[src/rtl/acumulador_flags_8bits.sv]
// Accumulator sequencing stage around an external 8-bit signed adder.
// Accepts LOAD/ADD/SUB/CLEAR commands and returns acc plus Z/N/P/V flags.
module acumulador_flags_8bits #(
    parameter int WIDTH   = 8,
    parameter int COUNT_W = 8
) (
    input  logic               clock,
    input  logic               reset,
    input  logic               in_valid,
    output logic               in_ready,
    input  logic [1:0]         in_op,
    input  logic [WIDTH-1:0]   in_data,
    output logic [WIDTH-1:0]   add_a,
    output logic [WIDTH-1:0]   add_b,
    input  logic [WIDTH-1:0]   add_s,
    input  logic               add_z,
    input  logic               add_n,
    input  logic               add_p,
    output logic               out_valid,
    input  logic               out_ready,
    output logic [WIDTH-1:0]   acc,
    output logic               z,
    output logic               n,
    output logic               p,
    output logic               v,
    output logic [COUNT_W-1:0] op_count
);

    typedef enum logic [1:0] {
        IDLE = 2'b00,
        EXEC = 2'b01,
        RESP = 2'b10
    } state_t;

    localparam logic [1:0] OP_LOAD  = 2'b00;
    localparam logic [1:0] OP_ADD   = 2'b01;
    localparam logic [1:0] OP_SUB   = 2'b10;
    localparam logic [1:0] OP_CLEAR = 2'b11;

    localparam logic [WIDTH-1:0]   ONE_D = WIDTH'(1);
    localparam logic [COUNT_W-1:0] ONE_C = COUNT_W'(1);

    state_t           state;
    logic [1:0]       op_r;
    logic [WIDTH-1:0] d_r;
    logic             v_next;

    // Adder operands from the latched command; SUB feeds the two's complement of d_r
    always_comb begin
        add_a = '0;
        add_b = '0;
        unique case (op_r)
            OP_LOAD: begin
                add_b = d_r;
            end
            OP_ADD: begin
                add_a = acc;
                add_b = d_r;
            end
            OP_SUB: begin
                add_a = acc;
                add_b = (~d_r) + ONE_D;
            end
            OP_CLEAR: begin
                add_a = '0;
                add_b = '0;
            end
            default: begin
                add_a = '0;
                add_b = '0;
            end
        endcase
    end

    // Signed overflow judged against the raw operand so SUB of the most negative value is exact
    always_comb begin
        v_next = 1'b0;
        unique case (op_r)
            OP_ADD: v_next = (add_a[WIDTH-1] == d_r[WIDTH-1])
                           & (add_s[WIDTH-1] != add_a[WIDTH-1]);
            OP_SUB: v_next = (add_a[WIDTH-1] != d_r[WIDTH-1])
                           & (add_s[WIDTH-1] != add_a[WIDTH-1]);
            default: v_next = 1'b0;
        endcase
    end

    // Command FSM with registered handshake outputs and result capture
    always_ff @(posedge clock or posedge reset) begin
        if (reset) begin
            state     <= IDLE;
            op_r      <= OP_LOAD;
            d_r       <= '0;
            acc       <= '0;
            z         <= 1'b1;
            n         <= 1'b0;
            p         <= 1'b1;
            v         <= 1'b0;
            op_count  <= '0;
            in_ready  <= 1'b1;
            out_valid <= 1'b0;
        end else begin
            unique case (state)
                IDLE: begin
                    if (in_valid) begin
                        op_r     <= in_op;
                        d_r      <= in_data;
                        in_ready <= 1'b0;
                        state    <= EXEC;
                    end
                end
                EXEC: begin
                    acc       <= add_s;
                    z         <= add_z;
                    n         <= add_n;
                    p         <= add_p;
                    v         <= v_next;
                    op_count  <= op_count + ONE_C;
                    out_valid <= 1'b1;
                    state     <= RESP;
                end
                RESP: begin
                    if (out_ready) begin
                        out_valid <= 1'b0;
                        in_ready  <= 1'b1;
                        state     <= IDLE;
                    end
                end
                default: begin
                    out_valid <= 1'b0;
                    in_ready  <= 1'b1;
                    state     <= IDLE;
                end
            endcase
        end
    end

endmodule

[config.mk]
export PLATFORM = sky130hd
export DESIGN_NAME = acumulador_flags_8bits
export DESIGN_NICKNAME = d
export VERILOG_FILES = /design/src/rtl/acumulador_flags_8bits.sv
export SDC_FILE = /design/constraint.sdc
export NUM_CORES = 1
export LEC_CHECK = 0
export CAP_MARGIN = 15
export CORE_MARGIN = 4
export CORE_UTILIZATION = 43
export CTS_BUF_LIST = sky130_fd_sc_hd__clkbuf_16
export DETAILED_ROUTE_END_ITERATION = 8
export HOLD_SLACK_MARGIN = 0.05
export PLACE_DENSITY = 0.79
export SETUP_SLACK_MARGIN = 0.5
export SYNTH_ARGS = -nofsm -noshare
export SYNTH_HDL_FRONTEND = slang
export SYNTH_SLANG_ARGS = --single-unit
[constraint.sdc]
create_clock -name clock -period 2.6 [get_ports clock]
set_clock_uncertainty 0.2 [all_clocks]
set_input_delay 0.52 -clock clock [delete_from_list [all_inputs] [get_ports clock]]
set_output_delay 0.52 -clock clock [all_outputs]
set_load 0.02 [all_outputs]
Yosys cells after proc, flatten, opt, wreduce, memory -nomap -nowiden
Index checks and enable logic that the tools add are counted.
Widths: inputs -> output; s select.
{"block": "totals", "output_inout_bits": 38, "register_bits": 34, "wordCells": 47}
{"block": "classes", "n_addsub": 2, "n_eq_ne": 10, "n_reduce_logical": 8, "muxes": 11, "n_bitwise": 5}
{"operator": "$pmux 8 s3", "n": 1}
{"operator": "$add 8x1->8 const B", "n": 2}
{"operator": "$mux 8", "n": 1}
{"operator": "$not 8->8", "n": 1}
{"operator": "$eq 2x2->1 const B", "n": 3}
{"operator": "$pmux 1 s3", "n": 2}
{"operator": "$pmux 2 s3", "n": 1}
{"operator": "$reduce_and 2->1", "n": 3}
{"operator": "$eq 2x1->1 const B", "n": 2}
{"operator": "$logic_not 2->1", "n": 2}
{"operator": "$mux 2", "n": 2}
{"operator": "$ne 2x2->1 const B", "n": 2}
{"operator": "$reduce_or 2->1", "n": 2}
{"operator": "$mux 1", "n": 3}
{"operator": "$reduce_and 3->1", "n": 1}
{"operator": "$and 1x1->1", "n": 2}
{"operator": "$ne 1x1->1", "n": 2}
{"operator": "$not 1->1", "n": 2}
{"operator": "$pmux 1 s2", "n": 1}
{"operator": "$eq 1x1->1", "n": 1}

Longest topological paths before layout
Gate-level depths: netlist of the first run.
{"block": "depth", "ltp_word": 6, "depth_mapped": 6}

Worst setup path after synthesis of the first run
OpenSTA, ideal clock, no wires.
{"block": "synth_path", "path_kind": "register to output", "start": "reg d_r[0]", "end": "out add_b[6]", "stages_incl_launch_ff": 6, "path_slack_ns": 0.073, "path_buffers": 0, "t_arrival_ns": 1.807, "cell_sequence": "dfrtp_1 inv_1 ha_1 or3b_4 o31a_1 o31ai_1"}
{"block": "synth_via", "elab_chain_len": 3}
{"element": "start, declared", "line_no": "45", "source": "logic [WIDTH-1:0] d_r;"}
{"element": "start signal, assigned", "line_no": "106", "source": "d_r <= in_data;"}
{"element": "$not 8->8", "line_no": "62", "source": "add_b = (~d_r) + ONE_D;"}
{"element": "$add 8x1->8", "line_no": "62"}
{"element": "$pmux 8 s3", "line_no": "52", "source": "unique case (op_r)"}
{"element": "end, declared", "line_no": "14", "source": "output logic [WIDTH-1:0] add_b,"}
No other way between the ends.

Worst setup path in the final report of the first run
Same ends and word-level chain as after synthesis.

==> flow_metrics.tcl, run 1 <==
set metrics [dict create \
    globalRouteOverflowTotal 0 \
    timing.rr.end "v" \
    crit_path_end_kind "output pin" \
    timing.final.setup_violations 0 \
    start_kind "register" \
    route.met3.wl_um 316 \
    worst-endpoint-required_ps 1880 \
    path_max_fanout 2 \
    start_util_pct 44.6 \
    run_status "finished, final reports clean" \
    timing.hold.worst_path_depth 2 \
    grt_max_degree 35 \
    number_of_fill_cells 262 \
    route.detailed.vias_per_inst 4.91 \
    globalRouteTotalUtil_pct 19.9 \
    portBuffers 62 \
    total_switching_power_uw 1750 \
    drt-met1-wl_um 2040 \
    place_congestion 0.784 \
    fin_ws_ps 20.5 \
    tritoncts "done" \
    hpwlAfterDp_um 2840 \
    cts.reportedPaths.clkPinSlew_ps 50 \
    highest_routing_layer_actually_used "met4" \
    utilization_after_layout_pct 76.7 \
    dr_total_vias 1517 \
    routedWlPerCell_um 15.6 \
    synth_register_bits 34 \
    post_synth_xor_area_fraction_pct 4.79 \
    drt-total-wl_um 4810 \
    max_clock_freq_mhz 388 \
    share_of_the_clock_period_used_by_the_worst_path_after_layout_pct 99.2 \
    number_of_buffers_inserted_by_hold_repair_at_cts 0 \
    synth_sequential_area_ratio_pct 52.0 \
    power_frac_seq_pct 24.6 \
    yosysUniqueCellTypes 34 \
    final_design_area_no_fill_mm2 0.00283 \
    register_to_register_setup_slack_ps 820 \
    chipHeight_um 69.8 \
    placed_cells_incl_taps 286 \
    critPathKind "register to output pin" \
    met2WireLength_um 2440 \
    syn_inst 167 \
    fp.coreArea_mm2 0.00369 \
    worst_skew_pair.late_latency_ps 270 \
    min_delay_worst_endpoint "z" \
    comb_power_share_pct 62.1 \
    finish.cell_count_without_fillers 309 \
    min_period_ps 2580 \
    p_leak_uw 0.00128 \
    multiplexer_fraction_of_the_synthesized_cell_area_pct 5.40 \
    p_sw_share_pct 41.6 \
    maxCapViolCount 0 \
    std_cell_rows 22 \
    clockBufferDepth 2 \
    reg2reg_launch_point "op_r[0]" \
    chipWidth_um 69.8 \
    tightest_pin_transition_ps 613 \
    synth_nets 196 \
    area.sequential_um2 856 \
    final_cell_mix "sky130_fd_sc_hd__nand2_1 (48), sky130_fd_sc_hd__clkdlybuf4s50_1 (43), sky130_fd_sc_hd__dfrtp_1 (30)" \
    multi_input_gate_area_um2 892 \
    synth-simple-area-share_pct 23.4 \
    p_per_area_mw_per_mm2 1490 \
    tritoncts.num_buffers 5 \
    synth-warning-count 0 \
    internal_power_uw 2460 \
    final_common_cell "sky130_fd_sc_hd__nand2_1" \
    dpl-instance-area_mm2 0.00242 \
    final_antenna_net_count 0 \
    syn_to_final_growth_pct 72.1 \
    synth-compound-area-share_pct 8.22 \
    drive_gt1_share_pct 33.3 \
    rr_worst_depth 7 \
    headroom_to_the_max_slew_limit_pct 59.1 \
    worstPathArrival_ps 1860 \
    drt_iter0_markers 63 \
    dp_slack_ps -228 \
    hold_path.class "register to register" \
    max-vdd-ir-drop_mv 0.964 \
    drc 0 \
    grt_pass1_wl_um 7710 \
    synth-adder-area-share_pct 3.04 \
    tritoncts_num_sinks 34 \
    final_hold_viol_count 0 \
    detailedRoute.firstPassIterationCount 4 \
    grt_pass1_vias 1623 \
    grt_antenna_before_repair 0 \
    clk_root_buffer_cell "sky130_fd_sc_hd__clkbuf_16" \
    dieArea_mm2 0.00488 \
    combinational_family_with_the_most_area_after_synthesis "simple AND/OR/NAND/NOR gates" \
    setup_repair_after_global_routing_missed_its_margin "yes" \
    ioPinCount 63 \
    worstHoldStart "z" \
    htree_levels 2 \
    synthesis.area_per_instance_um2 9.84 \
    share_clk_of_total_power_pct 13.3 \
    antennaDiodeCount 0 \
    layout.nets 289 \
    report.final.slew_viol_count 0 \
    syn_area_mm2 0.00164 \
]
power by group through the flow:
stage / combinational (µW) / clock (µW) / sequential, µW
floorplan: 1010 / 0 / 1130
global placement: 2120 / 0 / 981
detailed placement: 2150 / 0 / 987
CTS: 2390 / 573 / 1020
global route: 2810 / 599 / 1070
finish: 2620 / 560 / 1040
worst max path at each step:
| stage | startpoint | endpoint | slack [ps] |
|---|---|---|---|
| floorplan | d_r[0] | add_b[6] | 270 |
| global placement | d_r[0] | add_b[6] | -190 |
| detailed placement | d_r[0] | add_b[6] | -230 |
| CTS | d_r[0] | add_b[6] | -10 |
| global route | d_r[0] | add_b[6] | -50 |
| finish | d_r[0] | add_b[6] | 20 |
kinds of logic after synthesis:
kind of cell             count (synthesis)
flip-flops                              34
buffers and inverters                   12
AO/OA/AOI/OAI                           21
adder cells (fa/ha/maj)                  4
multiplexers                             8
XOR/XNOR                                 9
AND/OR/NAND/NOR                         79
area by class of cell:
type | count | area share (%)
multi-input cells | 121 | 31.5
flip-flops and latches | 34 | 30.3
repair buffers | 91 | 30.1
clock buffers | 5 | 4.42
well taps | 48 | 2.12
inverters | 7 | 1.02
clock inverters | 3 | 0.575
through the flow:
stage	total power (µW)	hold slack, ps	TNS (ps)
6_report	4210	257	0
5_1_grt	4480	287	-50.9
4_1_cts	3980	259	-9.51
3_5_place_dp	3130	249	-228
3_3_place_gp	3100	245	-188
2_1_floorplan	2150	292	0
cell usage after synthesis:
library cell | count | area share [%]
sky130_fd_sc_hd__o311ai_0 | 1 | 0.53
sky130_fd_sc_hd__nor3b_2 | 1 | 0.76
sky130_fd_sc_hd__and4bb_2 | 1 | 0.76
sky130_fd_sc_hd__xor2_1 | 1 | 0.53
sky130_fd_sc_hd__and4b_1 | 1 | 0.61
sky130_fd_sc_hd__o31a_1 | 1 | 0.53
sky130_fd_sc_hd__and2_0 | 1 | 0.38
sky130_fd_sc_hd__nand2_1 | 49 | 11
sky130_fd_sc_hd__o21ai_0 | 9 | 2.7
sky130_fd_sc_hd__nor2_1 | 4 | 0.91
sky130_fd_sc_hd__nor4_1 | 2 | 0.76
sky130_fd_sc_hd__a21oi_1 | 3 | 0.91
sky130_fd_sc_hd__dfrtp_1 | 31 | 47
sky130_fd_sc_hd__inv_1 | 7 | 1.6
sky130_fd_sc_hd__mux2_2 | 7 | 4.8
sky130_fd_sc_hd__buf_4 | 1 | 0.46
sky130_fd_sc_hd__nand4_1 | 4 | 1.5
sky130_fd_sc_hd__xnor2_1 | 8 | 4.3
sky130_fd_sc_hd__and3_1 | 1 | 0.38
sky130_fd_sc_hd__nor3_1 | 1 | 0.30
sky130_fd_sc_hd__or3b_4 | 1 | 0.68
sky130_fd_sc_hd__a211o_1 | 1 | 0.53
sky130_fd_sc_hd__nor3b_1 | 2 | 0.91
sky130_fd_sc_hd__nor2b_1 | 9 | 3.4
sky130_fd_sc_hd__o22a_1 | 2 | 1.1
sky130_fd_sc_hd__o31ai_1 | 3 | 1.4
sky130_fd_sc_hd__ha_1 | 4 | 3.0
sky130_fd_sc_hd__a31o_2 | 1 | 0.53
sky130_fd_sc_hd__nand3b_1 | 1 | 0.46
sky130_fd_sc_hd__dfstp_2 | 3 | 4.8
sky130_fd_sc_hd__clkbuf_1 | 2 | 0.46
sky130_fd_sc_hd__mux2i_1 | 1 | 0.61
sky130_fd_sc_hd__nand2b_1 | 1 | 0.38
sky130_fd_sc_hd__buf_2 | 2 | 0.61
flip-flops by register name (all words and copies together) (netlist names):
signal,count
d_r,8
op_count,8
p,1
v,1
n,1
acc,8
state,2
op_r,2
out_valid,1
in_ready,1
z,1
critical path: stages (launching register included):
cell	delay [ps]
sky130_fd_sc_hd__dfrtp_1	380
sky130_fd_sc_hd__inv_2	80
sky130_fd_sc_hd__ha_4	130
sky130_fd_sc_hd__or3b_4	390
sky130_fd_sc_hd__buf_6	130
sky130_fd_sc_hd__nor4_4	120
sky130_fd_sc_hd__buf_4	160
sky130_fd_sc_hd__o31ai_4	60
sky130_fd_sc_hd__buf_6	130
timing repair:
item | CTS | global route
gates resized for setup | 113 | 20
buffers inserted | 8 | 7
setup endpoints to repair | 19 | 15
gates cloned | 0 | 0
pin swaps | 6 | 7
per-layer routing:
layer	global-route usage, %	vias to the layer above
met1	23.6	718
li1	-	749
met2	34.2	48
met3	6.96	2
met4	5.32	0
met5	0	-
No activity file was read; power rests on OpenSTA's default activity.
==> run 2, diff against run 1 <==
--- a/config.mk
+++ b/config.mk
@@ -5,9 +5,10 @@
 export SDC_FILE = /design/constraint.sdc
 export NUM_CORES = 1
 export LEC_CHECK = 0
+export ABC_AREA = 1
 export CAP_MARGIN = 15
 export CORE_MARGIN = 4
-export CORE_UTILIZATION = 43
+export CORE_UTILIZATION = 44
 export CTS_BUF_LIST = sky130_fd_sc_hd__clkbuf_16
 export DETAILED_ROUTE_END_ITERATION = 8
 export HOLD_SLACK_MARGIN = 0.05
==> run 2 against run 1 <==
  * Fmax grew 18%
  * Worst hold slack gained 6.6 ps
  * Register-to-register slack gained 130 ps
  * Critical endpoint is now add_b[3]
  * Largest power group unchanged
==> flow_metrics.tcl, run 2 <==
set metrics [dict create \
    reg.largest.list "acc: 8 flops, d_r: 8 flops, op_count: 8 flops" \
    path_max_fanout 11 \
    dieArea_mm2 0.00498 \
    timing.final.setup_violations 0 \
    synth_nets 254 \
    timing.hold.worst_path_depth 2 \
    reg2reg_launch_point "state[0]" \
    final_hold_viol_count 0 \
    comb_power_share_pct 55.9 \
    portBuffers 62 \
    netlist.top_cell.by_area "sky130_fd_sc_hd__dfrtp_1" \
    ys_async_sr_fraction_pct 100 \
    syn_area_mm2 0.00172 \
    htree_levels 2 \
    dr_total_vias 1666 \
    p_per_area_mw_per_mm2 1420 \
    globalRouteOverflowTotal 0 \
    synth_sequential_area_ratio_pct 49.6 \
    ioPinCount 63 \
    number_of_fill_cells 323 \
    internal_power_uw 2080 \
    chipWidth_um 70.6 \
    drc 0 \
    maxCapViolCount 0 \
    max-vdd-ir-drop_mv 0.658 \
    grt_antenna_before_repair 0 \
    run_status "finished, final reports clean" \
    globalRouteTotalUtil_pct 17.9 \
    detailedRoute.firstPassIterationCount 4 \
    power_frac_seq_pct 26.4 \
    clockBufferDepth 2 \
    yosysMostFrequentCell "sky130_fd_sc_hd__nand2_1" \
    hpwlAfterDp_um 2960 \
    fp.coreArea_mm2 0.00372 \
    worst_hold_slack_ps 264 \
    place_congestion 0.845 \
    layout.nets 321 \
    max_clock_freq_mhz 459 \
    chipHeight_um 70.6 \
    crit_path_end_kind "output pin" \
    tritoncts_num_sinks 34 \
    worst-endpoint-required_ps 1880 \
    route.detailed.vias_per_inst 4.89 \
    tns_ps 0 \
    setup.worst_path.start "op_r[0]" \
    start_kind "register" \
    dp_slack_ps 136 \
    final_common_cell "sky130_fd_sc_hd__nand2_1" \
    share_of_the_clock_period_used_by_the_worst_path_after_layout_pct 83.7 \
    tightest_pin_transition_ps 520 \
    area.sequential_um2 856 \
    antennaDiodeCount 0 \
    timing.critical_path.to "add_b[3]" \
    p_sw_share_pct 43.5 \
    total_switching_power_uw 1600 \
    multi_input_gate_area_um2 762 \
    syn_to_final_growth_pct 50.3 \
    number_of_buffers_inserted_by_hold_repair_at_cts 0 \
    headroom_to_the_max_slew_limit_pct 65.3 \
    fin_ws_ps 423 \
    drt-total-wl_um 4290 \
    timing.rr.end "d_r[2]" \
    synth_ff_type "sky130_fd_sc_hd__dfrtp_1" \
    drt_iter0_markers 72 \
    worst_skew_pair.late_latency_ps 280 \
    cts.reportedPaths.clkPinSlew_ps 50 \
    final_antenna_net_count 0 \
    clk_root_buffer_cell "sky130_fd_sc_hd__clkbuf_16" \
    min_period_ps 2180 \
    rr_worst_depth 5 \
    synth-edff-count 0 \
    worstPathArrival_ps 1460 \
    final_cell_mix "sky130_fd_sc_hd__nand2_1 (73), sky130_fd_sc_hd__clkdlybuf4s50_1 (42), sky130_fd_sc_hd__dfrtp_1 (30)" \
    report.final.slew_viol_count 0 \
    std_cell_rows 22 \
    grt_max_degree 35 \
    share_clk_of_total_power_pct 17.7 \
    synthesis.area_per_instance_um2 7.66 \
    synthTopCellsByArea "sky130_fd_sc_hd__dfrtp_1 (45%), sky130_fd_sc_hd__nand2_1 (17%), sky130_fd_sc_hd__inv_1 (7.4%)" \
    grt_pass1_wl_um 7150 \
    tritoncts.num_buffers 5 \
    register_to_register_setup_slack_ps 950 \
    synth.top_cell.area_share_pct 45.0 \
    synth_register_bits 34 \
    drive_gt1_share_pct 18.8 \
    yosysUniqueCellTypes 22 \
    syn_inst 225 \
    setup_repair_after_global_routing_missed_its_margin "yes" \
    grt_pass1_vias 1675 \
    synth-warning-count 0 \
    hold_path.class "register to register" \
    post_synth_most_frequent_cells "sky130_fd_sc_hd__nand2_1 (76), sky130_fd_sc_hd__inv_1 (34), sky130_fd_sc_hd__dfrtp_1 (31)" \
    p_leak_uw 0.00128 \
    critPathKind "register to output pin" \
    tritoncts "done" \
    routedWlPerCell_um 12.6 \
    start_util_pct 46.4 \
]
## run 2: cell types whose count changed after synthesis, moves of 3 or more
cell / before / now
sky130_fd_sc_hd__inv_1: 7 / 34
sky130_fd_sc_hd__nand2_1: 49 / 76
sky130_fd_sc_hd__nor2_1: 4 / 19
sky130_fd_sc_hd__o21ai_0: 9 / 23
sky130_fd_sc_hd__nand3_1: 0 / 13
sky130_fd_sc_hd__nor2b_1: 9 / 0
sky130_fd_sc_hd__mux2_2: 7 / 0
sky130_fd_sc_hd__xnor2_1: 8 / 2
sky130_fd_sc_hd__o31ai_1: 3 / 0
## run 2: final cells by class
type	count	share of cell area (%)
sequential	34	33.1
multi-input combinational	150	29.4
timing repair buffer	66	23.6
inverter	35	5.27
clock buffer	5	4.83
tap	48	2.32
clock inverter	3	1.45
## run 2: worst min path at each step
stage                     startpoint        end  slack, ps
after global routing               z          z        290
after global placement     out_valid  out_valid        260
after detailed placement           p          p        260
after floorplan              op_r[1]    op_r[1]        280
after CTS                          p          p        270
final                              z          z        260
## run 2: cells by family (layout without fill, tap and decap cells)
| kind of cell | count (synthesis) | after routing | synth area share [%] |
|---|---|---|---|
| buf+inv | 41 | 109 | 9.80 |
| simple gates | 116 | 116 | 28.1 |
| xor+xnor | 4 | 4 | 2.03 |
| compound gates | 26 | 26 | 7.55 |
| fa+ha+maj | 4 | 4 | 2.90 |
| flops | 34 | 34 | 49.6 |
## run 2: what timing repair did
action / CTS / global route
endpoints found under the setup margin: 20 / 9
pin swaps: 8 / 6
buffers inserted: 2 / 0
cloned: 0 / 0
gates resized for setup: 102 / 14
## run 2: through the flow
stage | utilization [%] | power [µW] | instance area [µm²] | std cells
after floorplan | - | 2070 | 1720 | 225
after global placement | 64.1 | 2860 | 2380 | 331
after detailed placement | 64.1 | 2890 | 2380 | 331
after CTS | 68.8 | 3620 | 2560 | 341
after global routing | 69.7 | 3930 | 2590 | 341
final | 69.7 | 3680 | 2590 | 341
## run 2: per-layer routing
| layer | track usage, % | vias up | wire length (µm) |
|---|---|---|---|
| li1 | - | 823 | - |
| met1 | 20.5 | 769 | 1680 |
| met2 | 30.7 | 64 | 2120 |
| met3 | 7.39 | 10 | 410 |
| met4 | 5.64 | 0 | 80 |
| met5 | 0 | - | 0 |
## run 2: worst max-delay path, stage by stage (launching register included)
cell	delay, ps
sky130_fd_sc_hd__dfrtp_1	390
sky130_fd_sc_hd__inv_2	80
sky130_fd_sc_hd__ha_4	180
sky130_fd_sc_hd__buf_8	140
sky130_fd_sc_hd__nand2_1	70
sky130_fd_sc_hd__o21ai_2	70
sky130_fd_sc_hd__nand2_1	70
sky130_fd_sc_hd__inv_1	50
sky130_fd_sc_hd__buf_4	130
## run 2: power groups by stage
stage	combinational [µW]	clock, µW	sequential [µW]
6_report	2060	649	972
5_1_grt	2230	689	1010
4_1_cts	1980	667	964
3_5_place_dp	1940	0	948
3_3_place_gp	1910	0	947
2_1_floorplan	975	0	1090
==> run 3, diff against run 2 <==
--- a/config.mk
+++ b/config.mk
@@ -8,11 +8,11 @@
 export ABC_AREA = 1
 export CAP_MARGIN = 15
 export CORE_MARGIN = 4
-export CORE_UTILIZATION = 44
+export CORE_UTILIZATION = 40
 export CTS_BUF_LIST = sky130_fd_sc_hd__clkbuf_16
 export DETAILED_ROUTE_END_ITERATION = 8
 export HOLD_SLACK_MARGIN = 0.05
-export PLACE_DENSITY = 0.79
+export PLACE_DENSITY = 0.76
 export SETUP_SLACK_MARGIN = 0.5
 export SYNTH_ARGS = -nofsm -noshare
 export SYNTH_HDL_FRONTEND = slang
==> constraint.sdc (replaced) <==
create_clock -name clock -period 2 [get_ports clock]
set_clock_uncertainty 0.2 [all_clocks]
set_input_delay 0.4 -clock clock [delete_from_list [all_inputs] [get_ports clock]]
set_output_delay 0.4 -clock clock [all_outputs]
set_load 0.02 [all_outputs]
==> run 3 against run 2 <==
  * The run now ends with negative setup slack left
  * Core utilization is 1.2 points higher
  * Cell count grew 8.2%
  * Critical path depth grew 2
  * Highest routed layer unchanged
  * Clock power up 11%
  * Register-to-register slack worse by 450 ps
==> flow_metrics.tcl, run 3 (synthesis gave the netlist of run 2 again) <==
set metrics [dict create \
    slowest_stage "sky130_fd_sc_hd__dfrtp_1" \
    worst_hold_slack_ps 260 \
    final_design_area_no_fill_mm2 0.00290 \
    worst-endpoint-required_ps 1400 \
    hpwlAfterDp_um 3100 \
    timing.critical_path.cells "inv_2 > ha_4 > inv_2 > nor2_4 > nand3_2 > nand2_1 > nand2_1 > nand2_1 > inv_2 > buf_6" \
    cts.reportedPaths.clkPinSlew_ps 50 \
    tritoncts_num_sinks 34 \
    detailedRoute.firstPassIterationCount 4 \
    route.detailed.vias_per_inst 4.76 \
    violations "negative setup slack" \
    timing.rr.end "v" \
    hold_path.class "input pin to asynchronous set/reset pin" \
    final_hold_viol_count 0 \
    worst_skew_pair.late_latency_ps 280 \
    utilization_after_layout_pct 70.9 \
    fin_ws_ps -101 \
    tns_ps -296 \
    grt_max_degree 35 \
    chipWidth_um 73.6 \
    rr_worst_depth 8 \
    antennaDiodeCount 0 \
    critPathKind "register to output pin" \
    std_cell_rows 23 \
    start_kind "register" \
    placed_cells_incl_taps 344 \
    tightest_pin_transition_ps 247 \
    dpl-instance-area_mm2 0.00257 \
    grt_antenna_before_repair 0 \
    max_clock_freq_mhz 476 \
    start_util_pct 42.2 \
    number_of_fill_cells 333 \
    worstPathArrival_ps 1500 \
    path_max_fanout 3 \
    grt_pass1_wl_um 7370 \
    register_to_register_setup_slack_ps 500 \
    maxCapViolCount 0 \
    setup.worst_path.start "d_r[1]" \
    grt_pass1_vias 1688 \
    setup_repair_after_global_routing_missed_its_margin "yes" \
    htree_levels 2 \
    final_antenna_net_count 0 \
    portBuffers 62 \
    min_period_ps 2100 \
    clk_root_buffer_cell "sky130_fd_sc_hd__clkbuf_16" \
    place_congestion 0.852 \
    crit_path_end_kind "output pin" \
    fp.coreArea_mm2 0.00409 \
    share_of_the_clock_period_used_by_the_worst_path_after_layout_pct 105 \
    globalRouteTotalUtil_pct 17.9 \
    reg.largest.list "acc: 8 flops, d_r: 8 flops, op_count: 8 flops" \
    tritoncts.num_buffers 5 \
    reg2reg_launch_point "op_r[1]" \
    number_of_buffers_inserted_by_hold_repair_at_cts 0 \
    routedWlPerCell_um 12.8 \
    syn_to_final_growth_pct 68.2 \
    report.final.slew_viol_count 0 \
    clockBufferDepth 2 \
    timing.final.setup_violations 5 \
    p_leak_uw 0.00146 \
    globalRouteOverflowTotal 0 \
    p_per_area_mw_per_mm2 1890 \
    max-vdd-ir-drop_mv 1.19 \
    dr_total_vias 1758 \
    drt-total-wl_um 4710 \
    ioPinCount 63 \
    final_common_cell "sky130_fd_sc_hd__nand2_1" \
    drc 0 \
    drt_iter0_markers 66 \
    final_cell_mix "sky130_fd_sc_hd__nand2_1 (71), sky130_fd_sc_hd__dfrtp_1 (28), sky130_fd_sc_hd__clkdlybuf4s50_1 (24)" \
    layout.nets 347 \
    headroom_to_the_max_slew_limit_pct 83.5 \
    tritoncts "done" \
    chipHeight_um 73.6 \
    run_status "finished, violations left" \
    finish.cell_count_without_fillers 369 \
    drive_gt1_share_pct 38.6 \
    dieArea_mm2 0.00542 \
    critical_path_s_largest_stage_delay_ps 390 \
]
## run 3: worst max path at each step
stage | endpoint | slack, ps | cells past startpoint
after floorplan | add_b[1] | 370 | 4
after global placement | add_b[6] | -170 | 9
after detailed placement | add_b[6] | -210 | 9
after CTS | add_b[4] | -50 | 8
after global routing | add_b[6] | -200 | 10
final | add_b[6] | -100 | 10
## run 3: final cells by class
class	count	area, µm²	area share, %
flip-flops and latches	34	858	29.6
repair buffers	92	842	29.1
inverters	35	136	4.71
clock inverters	3	13.8	0.475
multi-input cells	150	860	29.7
clock buffers	5	125	4.32
well taps	50	62.6	2.16
## run 3: power by group
part	switching, µW	internal [µW]	total, µW
Combinational	1890	1610	3500
Clock	267	451	718
Sequential	237	1010	1250
## run 3: worst max-delay path: cells and delay by family, from the launching register on
kind	cells	cell delay, ps
buf+inv	4	280
flops	1	390
simple gates	5	420
fa+ha+maj	1	130
## run 3: routing by layer
metal | vias to the layer above | share of wire [%] | wire length [µm] | GRT usage, %
met4 | 0 | 2.6 | 121 | 8.05
met1 | 806 | 40 | 1890 | 20.1
met3 | 12 | 10 | 482 | 9.30
met5 | - | 0 | 0 | 0
li1 | 876 | - | - | -
met2 | 64 | 47 | 2220 | 28.1
## run 3: timing repair
action	in CTS	in global routing
endpoints found under the setup margin	39	36
resized for setup	203	19
pin swaps	5	2
setup buffers	10	6
gates cloned	0	1
## run 3: per-stage QoR
stage / setup WS (ps) / total power, µW
global route: -203 / 5860
detailed placement: -207 / 4230
floorplan: 366 / 3070
global placement: -169 / 4190
CTS: -54.1 / 5240
finish: -101 / 5470
